**config.mk**
```make
export PLATFORM = sky130hd
export DESIGN_NAME = seg_scan_decoder
export DESIGN_NICKNAME = d
export VERILOG_FILES = /design/src/rtl/seg_scan_decoder.sv
export SDC_FILE = /design/constraint.sdc
export NUM_CORES = 1
export LEC_CHECK = 0
export ABC_AREA = 1
export BUFFER_PORTS_ARGS = -buffer_cell sky130_fd_sc_hd__buf_2
export CELL_PAD_IN_SITES_DETAIL_PLACEMENT = 1
export CELL_PAD_IN_SITES_GLOBAL_PLACEMENT = 2
export CORE_MARGIN = 4
export CORE_UTILIZATION = 32
export CTS_CLUSTER_SIZE = 30
export DETAILED_ROUTE_END_ITERATION = 8
export GPL_TIMING_DRIVEN = 0
export PLACE_DENSITY = 0.83
export SYNTH_ARGS = -nofsm -noshare
export SYNTH_HDL_FRONTEND = slang
export SYNTH_SLANG_ARGS = --single-unit
```
**constraint.sdc**
```tcl
create_clock -name clk -period 7.25 [get_ports clk]
set_clock_uncertainty 0.1 [all_clocks]
set_input_delay 0.3625 -clock clk [delete_from_list [all_inputs] [get_ports clk]]
set_output_delay 0.3625 -clock clk [all_outputs]
set_load 0.02 [all_outputs]
```
**src/rtl/seg_scan_decoder.sv**
```systemverilog
// Receiver for a multiplexed 4-digit 7-segment scan bus: filters glitches, decodes each digit
// and republishes the left/right 2-digit values once all four digits have been captured.
module seg_scan_decoder #(
    parameter int STABLE_CYCLES  = 16,
    parameter int TIMEOUT_CYCLES = 2_000_000,
    parameter bit SEG_ACT_LOW    = 1'b1,
    parameter bit AN_ACT_LOW     = 1'b1
) (
    input  logic        clk,
    input  logic        rst_n,
    input  logic [6:0]  seg,
    input  logic [3:0]  an,
    input  logic        clear,
    output logic [15:0] digit_code,
    output logic [7:0]  left_value,
    output logic [7:0]  right_value,
    output logic        frame_valid,
    output logic        seg_err,
    output logic        an_err,
    output logic        stale
);
    localparam int SW = $clog2(STABLE_CYCLES + 1);
    localparam int TW = $clog2(TIMEOUT_CYCLES + 1);
    localparam logic [6:0] SEG_IDLE = SEG_ACT_LOW ? 7'h7F : 7'h00;
    localparam logic [3:0] AN_IDLE  = AN_ACT_LOW ? 4'hF : 4'h0;

    logic [6:0]    seg_m, seg_s, seg_n;
    logic [3:0]    an_m, an_s, an_n;
    logic [10:0]   cur, prev;
    logic [SW-1:0] stab_cnt;
    logic [TW-1:0] tmo_cnt;
    logic [3:0]    cap_set, cap_bits, cap_an;
    logic [6:0]    cap_seg;
    logic [3:0]    dec;
    logic          capture, an_onehot, an_multi, publish;

    function automatic logic [3:0] decode(input logic [6:0] s);
        case (s)
            7'h3F:        decode = 4'd0;
            7'h06:        decode = 4'd1;
            7'h5B:        decode = 4'd2;
            7'h4F:        decode = 4'd3;
            7'h66:        decode = 4'd4;
            7'h6D:        decode = 4'd5;
            7'h7D:        decode = 4'd6;
            7'h07, 7'h27: decode = 4'd7;
            7'h7F:        decode = 4'd8;
            7'h6F, 7'h67: decode = 4'd9;
            7'h00:        decode = 4'hA;
            default:      decode = 4'hF;
        endcase
    endfunction

    // Blank and illegal digits contribute 0 to the reassembled value
    function automatic logic [7:0] dval(input logic [3:0] c);
        dval = (c <= 4'd9) ? {4'd0, c} : 8'd0;
    endfunction

    // Sync flops reset to the idle bus level so reset release looks like a blanking interval
    always_ff @(posedge clk or negedge rst_n) begin
        if (!rst_n) begin
            seg_m <= SEG_IDLE;
            seg_s <= SEG_IDLE;
            an_m  <= AN_IDLE;
            an_s  <= AN_IDLE;
        end else begin
            seg_m <= seg;
            seg_s <= seg_m;
            an_m  <= an;
            an_s  <= an_m;
        end
    end

    assign seg_n = seg_s ^ {7{SEG_ACT_LOW}};
    assign an_n  = an_s ^ {4{AN_ACT_LOW}};
    assign cur   = {seg_n, an_n};

    always_ff @(posedge clk or negedge rst_n) begin
        if (!rst_n) begin
            prev     <= '0;
            stab_cnt <= '0;
        end else begin
            prev <= cur;
            if (clear || cur != prev)
                stab_cnt <= '0;
            else if (stab_cnt != SW'(STABLE_CYCLES))
                stab_cnt <= stab_cnt + 1'b1;
        end
    end

    // Count saturates past STABLE_CYCLES-1, so this fires once per scan window
    assign capture   = (stab_cnt == SW'(STABLE_CYCLES - 1)) && !clear;
    assign cap_seg   = prev[10:4];
    assign cap_an    = prev[3:0];
    assign an_onehot = (cap_an != 4'h0) && ((cap_an & (cap_an - 4'h1)) == 4'h0);
    assign an_multi  = (cap_an != 4'h0) && !an_onehot;
    assign cap_bits  = (capture && an_onehot) ? cap_an : 4'h0;
    assign dec       = decode(cap_seg);
    assign publish   = (cap_set == 4'hF);

    always_ff @(posedge clk or negedge rst_n) begin
        if (!rst_n) begin
            digit_code  <= 16'hAAAA;
            left_value  <= '0;
            right_value <= '0;
            frame_valid <= 1'b0;
            seg_err     <= 1'b0;
            an_err      <= 1'b0;
            stale       <= 1'b0;
            cap_set     <= '0;
            tmo_cnt     <= '0;
        end else if (clear) begin
            frame_valid <= 1'b0;
            seg_err     <= 1'b0;
            an_err      <= 1'b0;
            stale       <= 1'b0;
            cap_set     <= '0;
            tmo_cnt     <= '0;
        end else begin
            frame_valid <= publish;
            if (publish) begin
                // A capture on the publish cycle starts the next frame
                cap_set     <= cap_bits;
                left_value  <= dval(digit_code[15:12]) * 8'd10 + dval(digit_code[11:8]);
                right_value <= dval(digit_code[7:4]) * 8'd10 + dval(digit_code[3:0]);
                tmo_cnt     <= '0;
                stale       <= 1'b0;
            end else begin
                cap_set <= cap_set | cap_bits;
                if (tmo_cnt != TW'(TIMEOUT_CYCLES))
                    tmo_cnt <= tmo_cnt + 1'b1;
                else
                    stale <= 1'b1;
            end
            for (int k = 0; k < 4; k++)
                if (cap_bits[k])
                    digit_code[4*k +: 4] <= dec;
            if (cap_bits != 4'h0 && dec == 4'hF)
                seg_err <= 1'b1;
            if (capture && an_multi)
                an_err <= 1'b1;
        end
    end
endmodule

```
==> run summary, run 1 <==
The flow ran to the end, and the final reports show no timing, DRC or antenna violations. The final number of setup-violating endpoints is 0. The tools report the aggregate global-route resource usage as 14.3%.

The hold violation total from the final report is 0, and the H-tree depth is 3. Critical path depth: 11. The final layout contains routed wiring with a total length of 12,000 µm.

In the final layout, the share of cells above drive strength 1 is 22.4%. The arrival time reported for the critical path endpoint is 2690 ps. Routability congestion estimate: 0.843. For the number of clock sinks, the log shows 99.

The achievable frequency is 392 MHz, and the number of instances on the worst hold path is 2. Cell type of the slowest stage on the worst timing path: sky130_fd_sc_hd__dfstp_2. The worst setup path is launched from a flop. The pre-antenna-repair detailed-routing pass consisted of 4 iterations. Sequential cells were found to cover 49.6% of the synthesized design area. Grouping stages by cell kind, the critical path spends the most delay in adder cells.

The total negative setup slack is 0 ps. Most common cell after layout, fill and taps aside: sky130_fd_sc_hd__nand2_1. For this run, the number of Yosys warnings is 0. In the synthesized netlist the dominant register cell turns out to be sky130_fd_sc_hd__dfrtp_1. The run gives 5610 µm² as the instance area after placement. The mean number of vias per cell works out to 4.60. The worst setup path is of the reg2reg kind.

The worst hold path belongs to the class in2reg. Global routing finished with a remaining overflow of 0. For this configuration, the core starts out at a cell density of 33.0%.

0 antenna diodes ended up in the layout. The critical path goes through inv_1 -> a21oi_1 -> nor2_1 -> ha_1 -> ha_1 -> fa_1 -> nand2_1 -> nor2_1 -> nand3_1 -> nand3_1 -> nand2_1. TritonCTS built the clock tree. For the number of filler cells placed in the layout, the log shows 1,840.

The finished cells cover 6050 µm². The root buffer cell chosen for the clock tree is sky130_fd_sc_hd__clkbuf_16. The worst setup path is captured at a flop.

For the worst-skew pair, the clock arrives at the later sink with an insertion delay of 360 ps. Max-cap violations in this run came to 0. Part of the cycle the worst path needs: 35.2%. For this design, the CTS-stage hold fixing added 12 buffers. Area of the core: 15,400 µm². The highest fanout seen on the critical path came out at 5. In the layout the commonest cells are 168 x sky130_fd_sc_hd__nand2_1, 75 x sky130_fd_sc_hd__inv_1, 69 x sky130_fd_sc_hd__dfrtp_1, 50 x sky130_fd_sc_hd__buf_2, 48 x sky130_fd_sc_hd__nor2_1. Once detail routing completed, the nets flagged for antenna violations numbered 0. Setup repair after global routing left no endpoint under its margin.

The shortest period the worst path allows was 2550 ps; the y dimension of the die was 134 µm. The tools report the DRC violation total after the first TritonRoute iteration as 111. The design draws 1.14 mW. For this design the top-level I/O count stands at 50. Registers take 2510 µm². The worst-case IR drop observed on VDD is 0.157 mV.

Detailed placement finished with a half-perimeter wire length of 9300 µm. The number of buffer and inverter stages on the critical path works out to 1. The number of synthesized register bits is 99, and the number of instances in the synthesized netlist is 595. The run gives 2.97 nW as the leakage power. Counting distinct cell types in the post-synthesis netlist gives 42. The x dimension of the die is 134 µm, and the maximum number of buffers from clock root to sink is 2. Number of gates resized after CTS: 0.

The tools report the data required time at the worst endpoint as 7390 ps. The final number of max-transition violations was 0. The delay of the slowest cell on the worst path was 570 ps. For the via count, the log shows 4,076. Yosys mapped a number of flops with a built-in enable equal to 0. The cell area that synthesis handed to floorplanning was 5070 µm².

In this run, CTS created clock tree buffers numbering 9. The buffer count from post-CTS setup fixing was 0. Compared with the post-synthesis result, the final layout area differs by 19.5%. Counting flops with an async set or reset pin after synthesis yields a share of 100%.

Dividing the synthesized area by the synthesized cell count gives 8.52 µm². The first global-routing pass estimated 20,900 µm of wire. Dividing the detail-routed wire length by the instance count gives 13.6 µm.

The number of buffers added on ports came out at 49. The run gives 0 as the final routed DRC violation total. The floorplan has 45 rows.

The die covers 17,900 µm². The combined area of the multi-input logic cells is 2200 µm². The initial antenna violation count is 0, and the ratio of total power to cell area is 188 nW/µm². The worst register-to-register path has a depth of 11. The pin count of the biggest net entering global routing was 72.

After the last flow step, the layout net total stands at 704. For the number of global-route vias before repair, the log shows 4,397. After clock tree synthesis, the clock-pin slew on the worst setup and hold paths is 80 ps.
==> registers in the layout, indices dropped and copies added (netlist names) <==
register and cells:
an_err 1, an_m 4, an_s 4, cap_set 4
digit_code 16, frame_valid 1, left_value 8, prev 11
right_value 8, seg_err 1, seg_m 7, seg_s 7
stab_cnt 5, stale 1, tmo_cnt 21
==> synthesized netlist by cell type (10+ instances only) <==
library cell	instances	area share (%)
sky130_fd_sc_hd__dfstp_2	30	16
sky130_fd_sc_hd__nor2_1	48	3.6
sky130_fd_sc_hd__nand2_2	10	1.2
sky130_fd_sc_hd__o21ai_0	21	2.1
sky130_fd_sc_hd__nand2_1	168	12
sky130_fd_sc_hd__a21oi_1	21	2.1
sky130_fd_sc_hd__ha_1	17	4.2
sky130_fd_sc_hd__inv_1	75	5.6
sky130_fd_sc_hd__o21ai_1	11	1.1
sky130_fd_sc_hd__nand3_1	27	2.7
sky130_fd_sc_hd__inv_2	11	0.81
sky130_fd_sc_hd__dfrtp_1	69	34
sky130_fd_sc_hd__nor3_1	13	1.3
==> power by group <==
group	total [mW]	switching, mW	internal [mW]
Clock	0.499	0.248	0.251
Sequential	0.579	0.00983	0.569
Combinational	0.0628	0.0409	0.0219
Total	1.14	0.299	0.842
==> routing by layer <==
metal	GRT usage [%]	part of all wire (%)
met1	17.6	45
met2	24.9	51
met3	4.13	3.9
met4	3.49	0.89
met5	0	0
==> cell type report <==
cell class / count / share of cell area (%)
repair buffers: 62 / 6.53
flip-flops and latches: 99 / 41.5
clock buffers: 9 / 3.72
plain buffers: 6 / 0.537
multi-input cells: 406 / 36.4
clock inverters: 7 / 1.55
inverters: 86 / 5.33
well taps: 211 / 4.36
==> logic make-up (layout without fill, tap and decap cells) <==
family | after synthesis | after routing | share of synthesized area, %
AOI/OAI and AO/OA | 64 | 64 | 6.96
xor gates and xnor gates | 9 | 9 | 1.56
adders and majority gates | 20 | 20 | 5.38
buffers and inverters | 92 | 170 | 7.01
DFF | 99 | 99 | 49.6
other | 2 | 4 | 0.148
and+or+nand+nor | 309 | 309 | 29.3
==> final timing paths <==
| kind | endpoint | from | slack (ps) |
|---|---|---|---|
| worst max-delay path | left_value[7]$_DFFE_PN0P_ | digit_code[13]$_DFFE_PN1P_ | 4700 |
| min in group asynchronous | tmo_cnt[11]$_DFFE_PN0P_ | rst_n | 380 |
| worst max register to register | left_value[7]$_DFFE_PN0P_ | digit_code[13]$_DFFE_PN1P_ | 4700 |
| worst min register to register | seg_s[2]$_DFF_PN1_ | seg_m[2]$_DFF_PN1_ | 260 |
| worst min-delay path | seg_err$_DFFE_PN0P_ | clear | 170 |
| max in group asynchronous | seg_s[0]$_DFF_PN1_ | rst_n | 5950 |
==> through the flow <==
step                      util [%]  setup slack [ps]  std cells  hold WS (ps)
after floorplan                  -              4830        597         -33.1
final                         39.4              4700        886           174
after global routing          39.4              4490        886           163
after global placement        36.3              4640        857           246
after detailed placement      36.5              4680        858           225
after CTS                     39.4              4660        886           166
No activity file was read; power rests on OpenSTA's default activity.
==> run 2, diff against run 1 <==
clock period = 2.4 ns   (was 7.25 ns; I/O delays follow)
==> run 2 against run 1 <==
  * Sequential cell count is the same
  * Die area did not move
  * Highest routed layer unchanged
  * Final cell count up 1.4%
  * Combinational power rose to 3.1 times the previous value
  * Sequential power grew to 3.0 times the previous value
  * Setup slack worse by 4600 ps
==> run summary, run 2 (same netlist as run 1, synthesis figures left out) <==
The flow ran to the end, and the final reports show no timing, DRC or antenna violations. The critical path launch point is digit_code[13]$_DFFE_PN1P_. Final number of max-transition violations: 0. The first TritonRoute pass finished after 4 iterations. STA classifies the critical path endpoint as a flop.

Traced cell by cell, the critical path runs through inv_2 -> a21oi_4 -> nor2_2 -> ha_2 -> ha_4 -> fa_2 -> nand2_2 -> nor2_4 -> nand2_2 -> nand2_2 -> nand3_2 -> nand2_1. Clock-pin slew was measured on the worst setup and hold paths at 70 ps. The number of clock sinks is 99, and the global-route wire length before repair is 20,700 µm. After the last flow step, the layout net total stands at 716. In this run the worst path has a maximum fanout of 2. Max-cap violations in this run came to 0. Detail-routed net length per standard cell: 13.4 µm. Counting tap cells, the placed design contains a total of 858 instances. The number of buffers added on ports was 49; the final number of setup-violating endpoints was 0. The worst path uses 96.7% of the clock period. The worst path in the final design needs a cycle of 2320 ps, including I/O delays and setup. The die is 134 µm tall. The pin slew with the least headroom to its limit was 676 ps.

In this design, the stage delay of the slowest critical-path cell is 550 ps. The logs give 80 ps for the register-to-register setup slack and 2510 ps for the arrival time reported for the critical path endpoint. The final routed DRC violation total was 0; the number of flip-flops in the largest register was 21.

The number of diodes added for antenna fixing was 0. In this run, the number of DRC markers left after iteration 0 of detailed routing was 141. Hold violation total from the final report: 0.

In the layout the commonest cells are 164 x sky130_fd_sc_hd__nand2_1, 70 x sky130_fd_sc_hd__inv_1, 69 x sky130_fd_sc_hd__dfrtp_1, 50 x sky130_fd_sc_hd__buf_2, 44 x sky130_fd_sc_hd__nor2_1. The ratio of total power to cell area came out at 546 nW/µm². Data on the critical path is required at its endpoint by 2590 ps. Setup repair after global routing could not meet its margin everywhere.

Final routed wirelength across all metal layers: 12,100 µm. The final core utilization came out at 40.7%. The most numerous cell type found on the critical path is sky130_fd_sc_hd__nand2_2. CTS built an H-tree with a depth of 3. For the worst-skew pair, the clock arrives at the later sink with an insertion delay of 360 ps.

The row count was 45. The core region is 15,400 µm². In the final layout, the registers with the most flip-flops are tmo_cnt x21, digit_code x16, prev x11. The mean number of vias per cell was 4.57. Register name with the most flops: tmo_cnt.

At the end of routability-driven placement, the weighted congestion stood at 0.778. TritonCTS built the clock tree. In this run the clock root is driven by a sky130_fd_sc_hd__clkbuf_16. For this run, the top clock speed supported by timing is 431 MHz. In this run the worst hold path is classified as in2async. The relative max-transition margin is 54.9%. The starting density of the core came out at 33.0%. Global routing used 14.2% of the available tracks. The most common cell after layout, fill and taps aside is sky130_fd_sc_hd__nand2_1.

Critical register-to-register path endpoint: left_value[7]$_DFFE_PN0P_. Summed over all cells, the static leakage comes to 3.02 nW. The die covers 17,900 µm². On the critical path, the stage with the largest delay is an instance of sky130_fd_sc_hd__dfstp_2.

Final non-filler cell total: 898. Number of global-route vias before repair: 4,306. Once detail routing completed, the nets flagged for antenna violations numbered 0.

The pin count of the biggest net entering global routing was 52. The critical path is of the reg2reg type. The worst register-to-register path begins at digit_code[13]$_DFFE_PN1P_. The final route contains 4,102 vias. The synthesis-to-layout area growth is 23.3%, and the number of filler cells placed in the layout is 1,825.

Type of element launching the critical path: a flop. The floorplan step set the die width to 134 µm. Largest voltage drop on the vdd net: 0.405 mV. Clock tree synthesis inserted a total of 9 buffers. Summed over all layers, the global routing overflow is 0.

Cells with a size suffix above 1 make up 27.8% of the layout. The number of primary I/O pins was 50. The logs give 0 for the initial antenna violation count and 9140 µm for the estimated wirelength of the detail-placed design. Measured in cells, the most critical reg-to-reg path has a length of 12.

In this run the deepest clock path goes through 2 buffers.
==> run 2: changes by cell type in the layout (fill, tap and decap cells not counted), moves of 5 or more <==
cell and change:
sky130_fd_sc_hd__buf_4 +11, sky130_fd_sc_hd__ha_1 -6, sky130_fd_sc_hd__inv_1 -5, sky130_fd_sc_hd__inv_2 +5
==> run 2: how the worst max path moves through the flow <==
stage / endpoint / slack (ps) / cells after the start
2_1_floorplan: left_value[7]$_DFFE_PN0P_ / 20 / 11
3_3_place_gp: right_value[7]$_DFFE_PN0P_ / -80 / 13
3_5_place_dp: right_value[7]$_DFFE_PN0P_ / -130 / 12
4_1_cts: left_value[7]$_DFFE_PN0P_ / 9 / 11
5_1_grt: left_value[7]$_DFFE_PN0P_ / -30 / 12
6_report: left_value[7]$_DFFE_PN0P_ / 80 / 12
==> run 2: power by group <==
group          internal (mW)  switching (mW)
Sequential              1.72          0.0290
Combinational         0.0704           0.124
Clock                  0.744           0.722
==> run 2: stage by stage <==
| step | hold WS (ps) | worst slack (ps) | power, mW | instance area [µm²] | TNS [ps] |
|---|---|---|---|---|---|
| global placement | 125 | -78.3 | 1.95 | 5590 | -112 |
| finish | 245 | 80.3 | 3.41 | 6250 | 0 |
| CTS | 256 | 9.12 | 3.47 | 6110 | 0 |
| floorplan | -276 | 17.9 | 1.87 | 5080 | 0 |
| global route | 261 | -32.9 | 3.57 | 6250 | -35.7 |
| detailed placement | 93.2 | -127 | 1.96 | 5620 | -289 |
==> run 2: layout make-up <==
| type | instances | area [µm²] | share of cell area (%) |
|---|---|---|---|
| Inverter | 86 | 323 | 5.17 |
| Clock inverter | 7 | 76.3 | 1.22 |
| Multi-Input combinational cell | 406 | 2330 | 37.2 |
| Timing Repair Buffer | 74 | 488 | 7.81 |
| Sequential cell | 99 | 2510 | 40.2 |
| Clock buffer | 9 | 225 | 3.60 |
| Tap cell | 211 | 264 | 4.22 |
| Buffer | 6 | 32.5 | 0.521 |
==> run 2: worst max-delay path: cells and delay by family, from the launching register on <==
family                     cells  cell delay (ps)
AOI/OAI and AO/OA              1              140
buffers and inverters          1               50
adders and majority gates      3              900
DFF                            1              550
and+or+nand+nor                7              550
==> run 2: routing by layer <==
layer,up-vias,global-route usage [%],part of all wire (%)
met5,-,0,0
met2,59,24.6,51
met1,1987,17.6,45
met4,0,3.94,1.4
met3,14,3.26,3.4
li1,2042,-,-
==> run 2: repair_timing <==
action / in CTS / in global routing
endpoints found under the setup margin: 4 / 6
hold buffers: 13 / 0
gates resized for setup: 8 / 25
pin swaps: 6 / 16
hold endpoints to repair: 45 / 0
setup buffers: 4 / 7
==> run 3, diff against run 2 <==
clock period = 2.5 ns   (was 2.4 ns; I/O delays follow)
==> run 3 against run 2 <==
  * Combinational power fell by 5%
  * Sequential cell count unchanged
  * Final cell count fell by 0.78%
  * Maximum frequency decreased by 3.3%
  * Cell area down 1.5%
  * Global-route usage is 0.20 points higher
  * First-iteration DRC count shrank 29%
  * Critical path type unchanged
==> run summary, run 3 (same netlist as run 1, synthesis figures left out) <==
The run finished with clean final reports. Startpoint of the worst register-to-register path: digit_code[13]$_DFFE_PN1P_. The number of buffer and inverter stages on the critical path is 1. The number of flip-flops in the largest register came out at 21. The root buffer cell chosen for the clock tree is sky130_fd_sc_hd__clkbuf_16. The mean number of vias per cell is 4.60, and the total negative setup slack is 0 ps. The largest voltage drop on the vdd net is 0.454 mV. The floorplan step set the die width to 134 µm. The net count of the finished layout is 709. 50 I/O pins were placed. The worst path meets setup with 101 ps of slack. On the critical path, the stage with the largest delay is an instance of sky130_fd_sc_hd__fa_2. In the routed design, unresolved DRC markers number 0. Clock latency on the worst-skew pair, taken at its later pin, is 360 ps. The data required time at the worst endpoint came out at 2640 ps.

Measured along the y axis, the die boundary spans 134 µm. The highest fanout seen on the critical path is 3, and the leakage power is 2.99 nW. The logs give 3 for the H-tree depth and 0 for the residual overflow from global routing. TritonCTS built the clock tree. The delay of the slowest cell on the worst path was 570 ps; the routability congestion estimate was 0.843. Setup violations remaining at the end of the flow were counted as 0.

For the DRC violation total after the first TritonRoute iteration, the log shows 100. The worst setup path is of the reg2reg kind. The clock period could shrink to 2400 ps. Max-cap violations in this run came to 0. Summing over every cut layer, the via total after detailed routing is 4,102. The first global-routing pass estimated 20,900 µm of wire. The most critical setup path has its startpoint at digit_code[13]$_DFFE_PN1P_.

The hold violation total from the final report came out at 0. Counting the buffers created by CTS gives 9. The signal on the critical path passes through inv_1 -> a21oi_4 -> nor2_4 -> ha_1 -> ha_2 -> fa_2 -> nand2_2 -> nor2_2 -> nand3_1 -> nand3_1 -> nand2_1. The register name with the most flops was tmo_cnt.

The core region is 15,400 µm². Of the available clock period, the critical path in the final layout requires 96.0%. From synthesis to final layout, the design area changed by 21.5%. After floorplanning, the core was divided into 45 placement rows. The logs give 4,401 for the number of global-route vias before repair and 0 for the number of diodes added for antenna fixing.

Data on the critical path arrives at its endpoint at 2540 ps. The worst setup path is captured at a flop. Entering global routing, the biggest net connects 72 pins.

For this run, the detailed router's first-pass iteration total came to 4. At the placement stage, the worst setup path has a slack of -74.5 ps. Most common cell after layout, fill and taps aside: sky130_fd_sc_hd__nand2_1. Grouping stages by cell kind, the critical path spends the most delay in adder cells.

The detail route stage leaves a number of antenna-violating nets equal to 0. The worst hold path belongs to the class in2async. Once the floorplan was initialized, standard cells occupied 33.0% of the core. In the layout the commonest cells are 167 x sky130_fd_sc_hd__nand2_1, 73 x sky130_fd_sc_hd__inv_1, 69 x sky130_fd_sc_hd__dfrtp_1, 50 x sky130_fd_sc_hd__buf_2, 44 x sky130_fd_sc_hd__nor2_1. Initial antenna violation count: 0. The worst setup path is launched from a flop. The aggregate global-route resource usage was 14.3%; the number of clock sinks was 99. The cell repeated most along the worst path was sky130_fd_sc_hd__nand3_1.

Detailed placement ended at an HPWL of 9300 µm. During placement, the flow inserted port buffers numbering 49. The largest registers in the layout are tmo_cnt x21, digit_code x16, prev x11. Derived from the worst setup path, the maximum achievable clock frequency is 417 MHz.

Of the cells placed in the final design, the portion with a size suffix greater than 1 is 24.9%. The die covers 17,900 µm². For the final routed wirelength across all metal layers, the log shows 12,100 µm. The clock passes through at most 2 buffers. Dividing the detail-routed wire length by the instance count gives 13.6 µm.

The clock-pin slew on the worst setup and hold paths came out at 80 ps. For this design the ratio of total power to cell area is 538 nW/µm². The final number of max-transition violations was 0.
==> run 3: cell types whose count changed in the layout (fill, tap and decap cells not counted), moves of 3 or more <==
cell / previous run / this run
sky130_fd_sc_hd__ha_1: 11 / 15
sky130_fd_sc_hd__nand2_1: 164 / 167
sky130_fd_sc_hd__inv_1: 70 / 73
sky130_fd_sc_hd__nand2_2: 14 / 11
sky130_fd_sc_hd__buf_4: 12 / 5
sky130_fd_sc_hd__inv_2: 16 / 13
==> run 3: final cells by class <==
cell class / instances / area, µm²
clock buffer: 9 / 225
multi-input combinational: 406 / 2270
clock inverter: 7 / 93.8
timing repair buffer: 67 / 435
sequential: 99 / 2510
buffer: 6 / 32.5
fill: 1832 / 9210
inverter: 86 / 323
tap: 211 / 264
==> run 3: repair_timing <==
action,4_1_cts,5_1_grt
endpoints found under the setup margin,2,4
resized for setup,4,13
buffers inserted,0,4
pin swaps,0,4
hold buffers,13,0
hold endpoints to repair,40,0
==> run 3: worst paths after layout <==
check,end,slack (ps),cells after the start
hold reg to reg,seg_s[2]$_DFF_PN1_,250,0
setup reg to reg,left_value[7]$_DFFE_PN0P_,100,11
min in group clk,seg_s[2]$_DFF_PN1_,250,0
max in group asynchronous,seg_s[0]$_DFF_PN1_,1440,3
hold / removal,tmo_cnt[11]$_DFFE_PN0P_,140,2
setup / recovery,left_value[7]$_DFFE_PN0P_,100,11
==> run 3: power breakdown <==
group	leakage (nW)	total, mW	switching [mW]	internal, mW
Clock	0.154	1.45	0.721	0.727
Combinational	1.60	0.184	0.119	0.0649
Sequential	1.24	1.68	0.0285	1.65
Total	2.99	3.31	0.868	2.44
==> run 3: stage by stage <==
stage | power [mW] | area (µm²) | utilization [%] | cells | hold WS (ps)
after floorplan | 1.79 | 5070 | - | 597 | -271
after global placement | 1.87 | 5580 | 36.3 | 857 | 129
after detailed placement | 1.88 | 5610 | 36.5 | 858 | -12.1
after CTS | 3.36 | 6070 | 39.5 | 887 | 151
after global routing | 3.46 | 6160 | 40.1 | 891 | 172
final | 3.31 | 6160 | 40.1 | 891 | 140
==> run 3: per-layer routing <==
metal	GRT usage (%)	up-vias	wire (µm)
li1	-	2035	-
met1	17.7	2004	5370
met2	24.9	54	6190
met3	4.13	9	470
met4	3.49	0	108
met5	0	-	0
